### src/rtl/sub64_pkg.sv
// Shared constants for the two-stage split-carry subtractor.
package sub64_pkg;

   localparam int DEFAULT_WIDTH = 64;
   localparam int DEFAULT_SPLIT = 32;

endpackage

### src/rtl/sub64_pipe_if.sv
// Operand/result handshake bundle for sub64_pipe; slave is the subtractor side.
interface sub64_pipe_if
   import sub64_pkg::*;
#(
   parameter int WIDTH = DEFAULT_WIDTH
);

   logic [WIDTH-1:0] a;
   logic [WIDTH-1:0] b;
   logic             in_valid;
   logic             in_ready;
   logic [WIDTH-1:0] q;
   logic             borrow;
   logic             out_valid;
   logic             out_ready;

   modport master (
      output a, b, in_valid, out_ready,
      input  in_ready, q, borrow, out_valid
   );

   modport slave (
      input  a, b, in_valid, out_ready,
      output in_ready, q, borrow, out_valid
   );

endinterface

### src/rtl/sub_half.sv
// W-bit subtract with borrow-in; one instance per pipeline stage.
module sub_half #(
   parameter int W = 32
) (
   input  logic [W-1:0] x,
   input  logic [W-1:0] y,
   input  logic         bin,
   output logic [W-1:0] d,
   output logic         bout
);

   // One extra bit catches the borrow: x - y - bin is never below -2^W.
   logic [W:0] diff;

   assign diff = {1'b0, x} - {1'b0, y} - {{W{1'b0}}, bin};
   assign d    = diff[W-1:0];
   assign bout = diff[W];

endmodule

### src/rtl/sub64_pipe.sv
// Two-stage pipelined unsigned subtractor, carry chain cut at SPLIT.
// Define SUB64_PIPE_SAT_EN to clamp negative results to zero.
module sub64_pipe
   import sub64_pkg::*;
#(
   parameter int WIDTH = DEFAULT_WIDTH,
   parameter int SPLIT = DEFAULT_SPLIT
) (
   input  logic         clk,
   input  logic         reset,
   sub64_pipe_if.slave  bus
);

   localparam int HI = WIDTH - SPLIT;

   logic             s1_v_q,   s1_v_d;
   logic [SPLIT-1:0] s1_lo_q,  s1_lo_d;
   logic             s1_bor_q, s1_bor_d;
   logic [HI-1:0]    s1_ahi_q, s1_ahi_d;
   logic [HI-1:0]    s1_bhi_q, s1_bhi_d;

   logic             s2_v_q,   s2_v_d;
   logic [WIDTH-1:0] s2_q_q,   s2_q_d;
   logic             s2_bor_q, s2_bor_d;

   logic             adv1, adv2;
   logic [SPLIT-1:0] lo_diff;
   logic             lo_bout;
   logic [HI-1:0]    hi_diff;
   logic             hi_bout;

   sub_half #(.W(SPLIT)) u_lo (
      .x    (bus.a[SPLIT-1:0]),
      .y    (bus.b[SPLIT-1:0]),
      .bin  (1'b0),
      .d    (lo_diff),
      .bout (lo_bout)
   );

   sub_half #(.W(HI)) u_hi (
      .x    (s1_ahi_q),
      .y    (s1_bhi_q),
      .bin  (s1_bor_q),
      .d    (hi_diff),
      .bout (hi_bout)
   );

   always_comb begin
      adv2     = !s2_v_q || bus.out_ready;
      adv1     = !s1_v_q || adv2;

      s1_v_d   = s1_v_q;
      s1_lo_d  = s1_lo_q;
      s1_bor_d = s1_bor_q;
      s1_ahi_d = s1_ahi_q;
      s1_bhi_d = s1_bhi_q;
      s2_v_d   = s2_v_q;
      s2_q_d   = s2_q_q;
      s2_bor_d = s2_bor_q;

      if (adv1) begin
         s1_v_d = bus.in_valid;
         if (bus.in_valid) begin
            s1_lo_d  = lo_diff;
            s1_bor_d = lo_bout;
            s1_ahi_d = bus.a[WIDTH-1:SPLIT];
            s1_bhi_d = bus.b[WIDTH-1:SPLIT];
         end
      end

      if (adv2) begin
         s2_v_d = s1_v_q;
         if (s1_v_q) begin
            s2_bor_d = hi_bout;
`ifdef SUB64_PIPE_SAT_EN
            s2_q_d   = hi_bout ? '0 : {hi_diff, s1_lo_q};
`else
            s2_q_d   = {hi_diff, s1_lo_q};
`endif
         end
      end
   end

   always_ff @(posedge clk or negedge reset) begin
      if (!reset) begin
         s1_v_q   <= 1'b0;
         s1_lo_q  <= '0;
         s1_bor_q <= 1'b0;
         s1_ahi_q <= '0;
         s1_bhi_q <= '0;
         s2_v_q   <= 1'b0;
         s2_q_q   <= '0;
         s2_bor_q <= 1'b0;
      end else begin
         s1_v_q   <= s1_v_d;
         s1_lo_q  <= s1_lo_d;
         s1_bor_q <= s1_bor_d;
         s1_ahi_q <= s1_ahi_d;
         s1_bhi_q <= s1_bhi_d;
         s2_v_q   <= s2_v_d;
         s2_q_q   <= s2_q_d;
         s2_bor_q <= s2_bor_d;
      end
   end

   // Ready looks through both stages so a draining pipe accepts every cycle.
   assign bus.in_ready  = adv1;
   assign bus.out_valid = s2_v_q;
   assign bus.q         = s2_q_q;
   assign bus.borrow    = s2_bor_q;

endmodule

### src/flat_wrapper.sv
// flat-port wrapper written by rule: the top's interface ports become plain ports
module sub64_pipe_flat import sub64_pkg::*;
#(
   parameter int WIDTH = DEFAULT_WIDTH,
   parameter int SPLIT = DEFAULT_SPLIT
)
  (clk, reset, bus_a, bus_b, bus_in_valid, bus_out_ready, bus_in_ready, bus_q, bus_borrow, bus_out_valid);
  sub64_pipe_if #(.WIDTH(WIDTH)) bus_i ();
  input  logic clk;
  input  logic reset;
  input wire logic [$bits(bus_i.a)-1:0] bus_a;
  input wire logic [$bits(bus_i.b)-1:0] bus_b;
  input wire logic [$bits(bus_i.in_valid)-1:0] bus_in_valid;
  input wire logic [$bits(bus_i.out_ready)-1:0] bus_out_ready;
  output wire logic [$bits(bus_i.in_ready)-1:0] bus_in_ready;
  output wire logic [$bits(bus_i.q)-1:0] bus_q;
  output wire logic [$bits(bus_i.borrow)-1:0] bus_borrow;
  output wire logic [$bits(bus_i.out_valid)-1:0] bus_out_valid;
  assign bus_i.a = bus_a;
  assign bus_i.b = bus_b;
  assign bus_i.in_valid = bus_in_valid;
  assign bus_i.out_ready = bus_out_ready;
  assign bus_in_ready = bus_i.in_ready;
  assign bus_q = bus_i.q;
  assign bus_borrow = bus_i.borrow;
  assign bus_out_valid = bus_i.out_valid;
  sub64_pipe #(.WIDTH(WIDTH), .SPLIT(SPLIT)) u_core (.clk(clk), .reset(reset), .bus(bus_i));
endmodule
### config.mk
export PLATFORM = sky130hd
export DESIGN_NAME = sub64_pipe_flat
export DESIGN_NICKNAME = d
export VERILOG_FILES = /design/src/rtl/sub64_pkg.sv /design/src/rtl/sub64_pipe_if.sv /design/src/rtl/sub_half.sv /design/src/rtl/sub64_pipe.sv /design/src/flat_wrapper.sv
export SDC_FILE = /design/constraint.sdc
export NUM_CORES = 1
export LEC_CHECK = 0
export CAP_MARGIN = 20
export CORE_AREA = 4 4 164 166
export CTS_CLUSTER_SIZE = 20
export DETAILED_ROUTE_END_ITERATION = 6
export DIE_AREA = 0 0 168 170
export PLACE_DENSITY = 0.67
export RECOVER_POWER = 25
export SLEW_MARGIN = 20
export SYNTH_ARGS = -nofsm -noshare
export SYNTH_HDL_FRONTEND = slang
export SYNTH_SLANG_ARGS = --single-unit
### constraint.sdc
create_clock -name clk -period 4.64 [get_ports clk]
set_input_delay 0.928 -clock clk [delete_from_list [all_inputs] [get_ports clk]]
set_output_delay 0.928 -clock clk [all_outputs]
set_load 0.005 [all_outputs]
# Word-level counts from Yosys, hierarchy flattened
# Index checks and enable logic that the tools add are counted.
# W data, S select, Z words.
# totals
out_inout_bits,67
in_bits,132
ff_bits,164
elab_cells,17
# classes
addsub,3
reduce_logical,6
# ops
op,count
$sub A32 B32 Y33,2
$sub A33 B1 Y33,1
$reduce_and A2 Y1,2
$logic_not A1 Y1,2
$logic_or A1 B1 Y1,2

# Longest topological paths before layout
# logic_depth
ltp_word,4
mapped_depth,12
mapped_depth_nobuf,12

# Cells and area by module
# From an unflattened synthesis, not the netlist that was laid out.
# unflattened
cells_unflattened,1093
area_unflattened_um2,11353.4
# modules_own_cells
module,seq_area_each_um2,n_inst,area_each_um2,cells_per_inst
sub64_pipe,4103.9,1,6276.0,350
sub_half at u_core.u_hi,0.0,1,2542.4,373
sub_half at u_core.u_lo,0.0,1,2534.9,370

# Worst setup path before layout
# Ideal clock, no wire load.
# synth_path
kind,input to register
startpoint,in bus_a[0]
endpoint,reg u_core.s1_lo_q[24]
slack_ps,1497
path_buffers,0
setup_time_ps,131
arrival_ps,3013
cell_stages,11
t_required_ps,4509
cell_sequence,inv_1 ha_1 fa_1 nor2b_1 o21bai_1 a21oi_1 a41oi_1 o311ai_1 a221o_1 a211o_1 o211ai_1
# synth_between
elab_chain_cells,1
# synth_lines
element,line_no,text
start: declaration,flat_wrapper.sv:11,input wire logic [$bits(bus_i.a)-1:0] bus_a;
$sub A32 B32 Y33,sub_half.sv:15,"assign diff = {1'b0, x} - {1'b0, y} - {{W{1'b0}}, bin};"
end signal: assignment,sub64_pipe.sv:96,s1_lo_q <= s1_lo_d;
end: declaration,sub64_pipe.sv:17,"logic [SPLIT-1:0] s1_lo_q, s1_lo_d;"
# Every way passes these cells.
# A chain may end at the register's enable or synchronous reset.

# Worst setup path after layout
# Ends and elaborated chain as after synthesis.

==> impl_metrics.ini <==
[cts]
clock_latency_ns = 0.42
cts.path.max_buffers = 2
post_cts_resize_count = 0
postCtsHoldBufs = 0
post_cts.repair.setup_buffers = 0
cts_root_buf = clkbuf_16
cts_inserted_buffers = 17
cts.sinks = 164
clk_pin_slew_worst_paths_ns = 0.07
cts_tree = yes
htree_levels = 4

[run_status]
violations = max-capacitance violations, max-slew violations
status = finished with violations

[worst_setup_path]
startpoint_type = input port
cp_max_fo = 4
crit_required_ns = 4.93
r2r-start = u_core.s1_bhi_q[0]
crit_path_start = bus_a[0]
critPathBufInv = 2
slowest_stage = o311ai_1
end_kind = flip-flop
critPathKind = input port to flip-flop
cp_top_family = compound AO/OA/AOI/OAI gates
arrival_ns = 4.00
cpPeakStageDelay_ns = 0.57
path_cells = clkdlybuf4s50_1, inv_1, ha_1, fa_1, nor2b_1, o21bai_1, a21oi_1, a41oi_1, o311ai_1, a221o_1, a211o_1, o211ai_1

[drt]
drtIter0Drc = 406
drc = 0
dr.pass1.iters = 5
routed_wl_um = 25600
route.vias.total = 8666
detail_route.wl_per_cell_um = 14.7
final_antenna_net_count = 0
vias_per_cell = 5.00

[synth]
synth_edf_count = 0
synth_compound_area_frac = 0.169
async_flop_share = 1.00
synth_cells = 1205
yosysWarnings = 0
synth.avg_cell_area_sq_um = 8.35
yosysMostFrequentCell = nand2_1
synth_area_leaders = dfrtp_1 (41%), nand2_1 (12%), ha_1 (12%), inv_1 (5.2%), o21ai_0 (3.7%)
ys_seq_elements = 164
yosys.area_share.simple = 0.191
yosys.area_share.adder = 0.123
yosysTopAreaCellShare = 0.408
syn_area_sq_mm = 0.0101
synthMuxAreaShare = 0.000995
synthXorXnorAreaFrac = 0.0409
synth_common_cells = nand2_1 (317), dfrtp_1 (164), inv_1 (140)
seq_area_frac_synth = 0.408
yosysTopAreaCell = dfrtp_1
synth_cell_types = 62
synth_top_family_by_area = simple AND/OR/NAND/NOR gates
synthFlopType = dfrtp_1
synth.net_count = 1434

[finish]
final_area_sq_mm = 0.0130
drive_gt1_frac = 0.0372
layoutNonFillerInstCount = 1733
layout.nets = 1614
antenna_cells = 0
area_delta_synth_final_pct = 28.9
fillers = 2491

[sta]
period_minus_slack_ns = 3.71
post-route-period-util = 0.799
hold_slack_ns = 0.470
tightest_slew_ns = 2.62
timing.final.ws_setup_ns = 0.933
finalSetupTns_ns = 0
rsz0062_at_grt = false
finalHoldViolCount = 0
slew_viol_final = 99
fmax_mhz = 270
setup_viol_count_final = 0
slew_headroom = -0.746
finalClockSkew_ns = 0.0108

[floorplan]
start_util = 0.393
fp-row-count = 59
core_area_sq_mm = 0.0256
fp.dieH_um = 170
die_x_um = 168
pin_count = 199
die_area_sq_mm = 0.0286

[grt]
grt_pass1_wl_um = 42300
grt_max_degree = 100
gr-total-overflow = 0
antenna_found_initial = 4
groute.usage.overall = 0.178
grt_pass1_vias = 8652

[pwr]
power_per_cell_area_mw_per_mm2 = 446
ir_drop_mv = 0.240
leakage_nw = 6.34

[place]
pre_cts_ws_ns = 0.544
placed_cell_area_sq_mm = 0.0124
place.gp.congestion = 0.915
dp_hpwl_um = 19100
io_buffer_count = 198
place_inst = 1701

[run]
drv_cap = 1

[worst_hold_path]
min_path_type = flip-flop to flip-flop
worstHoldStart = u_core.s1_lo_q[6]
-- registers in the layout (all words and copies together) (netlist names) --
signal	flops
u_core.bus.borrow	1
u_core.bus.out_valid	1
u_core.bus.q	64
u_core.s1_ahi_q	32
u_core.s1_bhi_q	32
u_core.s1_bor_q	1
u_core.s1_lo_q	32
u_core.s1_v_q	1
-- power by group --
part           internal, mW  switching (mW)
combinational          1.17            1.17
clock                 0.832           0.612
sequential             1.78           0.216
-- layer usage --
| metal | global-route usage | up-vias | share of wire |
|---|---|---|---|
| met1 | 0.229 | 4038 | 0.45 |
| met3 | 0.0413 | 26 | 0.055 |
| met5 | 0 | - | 0.0022 |
| li1 | - | 4387 | - |
| met4 | 0.0441 | 8 | 0.011 |
| met2 | 0.307 | 207 | 0.48 |
-- final timing paths --
| path | end | slack (ns) | depth (start not counted) |
|---|---|---|---|
| max | u_core.s1_lo_q[24] | 0.93 | 12 |
| min | u_core.bus.q[6] | 0.47 | 2 |
| max reg2reg | u_core.bus.q[63] | 1.31 | 12 |
| min reg2reg | u_core.bus.q[6] | 0.47 | 2 |
| max in group asynchronous | u_core.s1_ahi_q[2] | 1.75 | 1 |
| min in group asynchronous | u_core.s1_ahi_q[14] | 1.26 | 1 |
-- kinds of logic after synthesis --
kind of cell | count (synthesis)
and+or+nand+nor | 440
AOI/OAI and AO/OA | 274
buffers and inverters | 182
DFF | 164
adders and majority gates | 97
xor gates and xnor gates | 47
muxes | 1
-- through the flow --
step            util  power (mW)
2_1_floorplan      -        3.38
3_3_place_gp   0.483        4.33
3_5_place_dp   0.483        4.37
4_1_cts        0.506        5.85
5_1_grt        0.506        6.22
6_report       0.506        5.78
-- cell usage in the layout (no fill, tap or decap), drive strengths merged, types with 11 or more instances in the layout --
master	n
nand2	317
clkdlybuf4s50	196
dfrtp	164
inv	144
o21ai	111
ha	94
a21oi	55
a21o	30
xnor2	28
nand3	20
clkbuf	20
xor2	19
nor2	19
and3	17
nand2b	12
o211ai	11
-- cell type report --
type,count,area [sq um],share of cell area
multi-input cells,859,5290,0.408
flip-flops and latches,164,4100,0.317
clock buffers,19,453,0.0349
clock inverters,13,148,0.0114
inverters,140,526,0.0405
well taps,335,419,0.0323
repair buffers,203,2030,0.156
-- worst min-delay path, cell delays in order, from the launching register on --
cell and delay, ns:
dfrtp_1 0.35, nand2_1 0.05, nand2_1 0.05
Power figures use the tool's default switching activity.
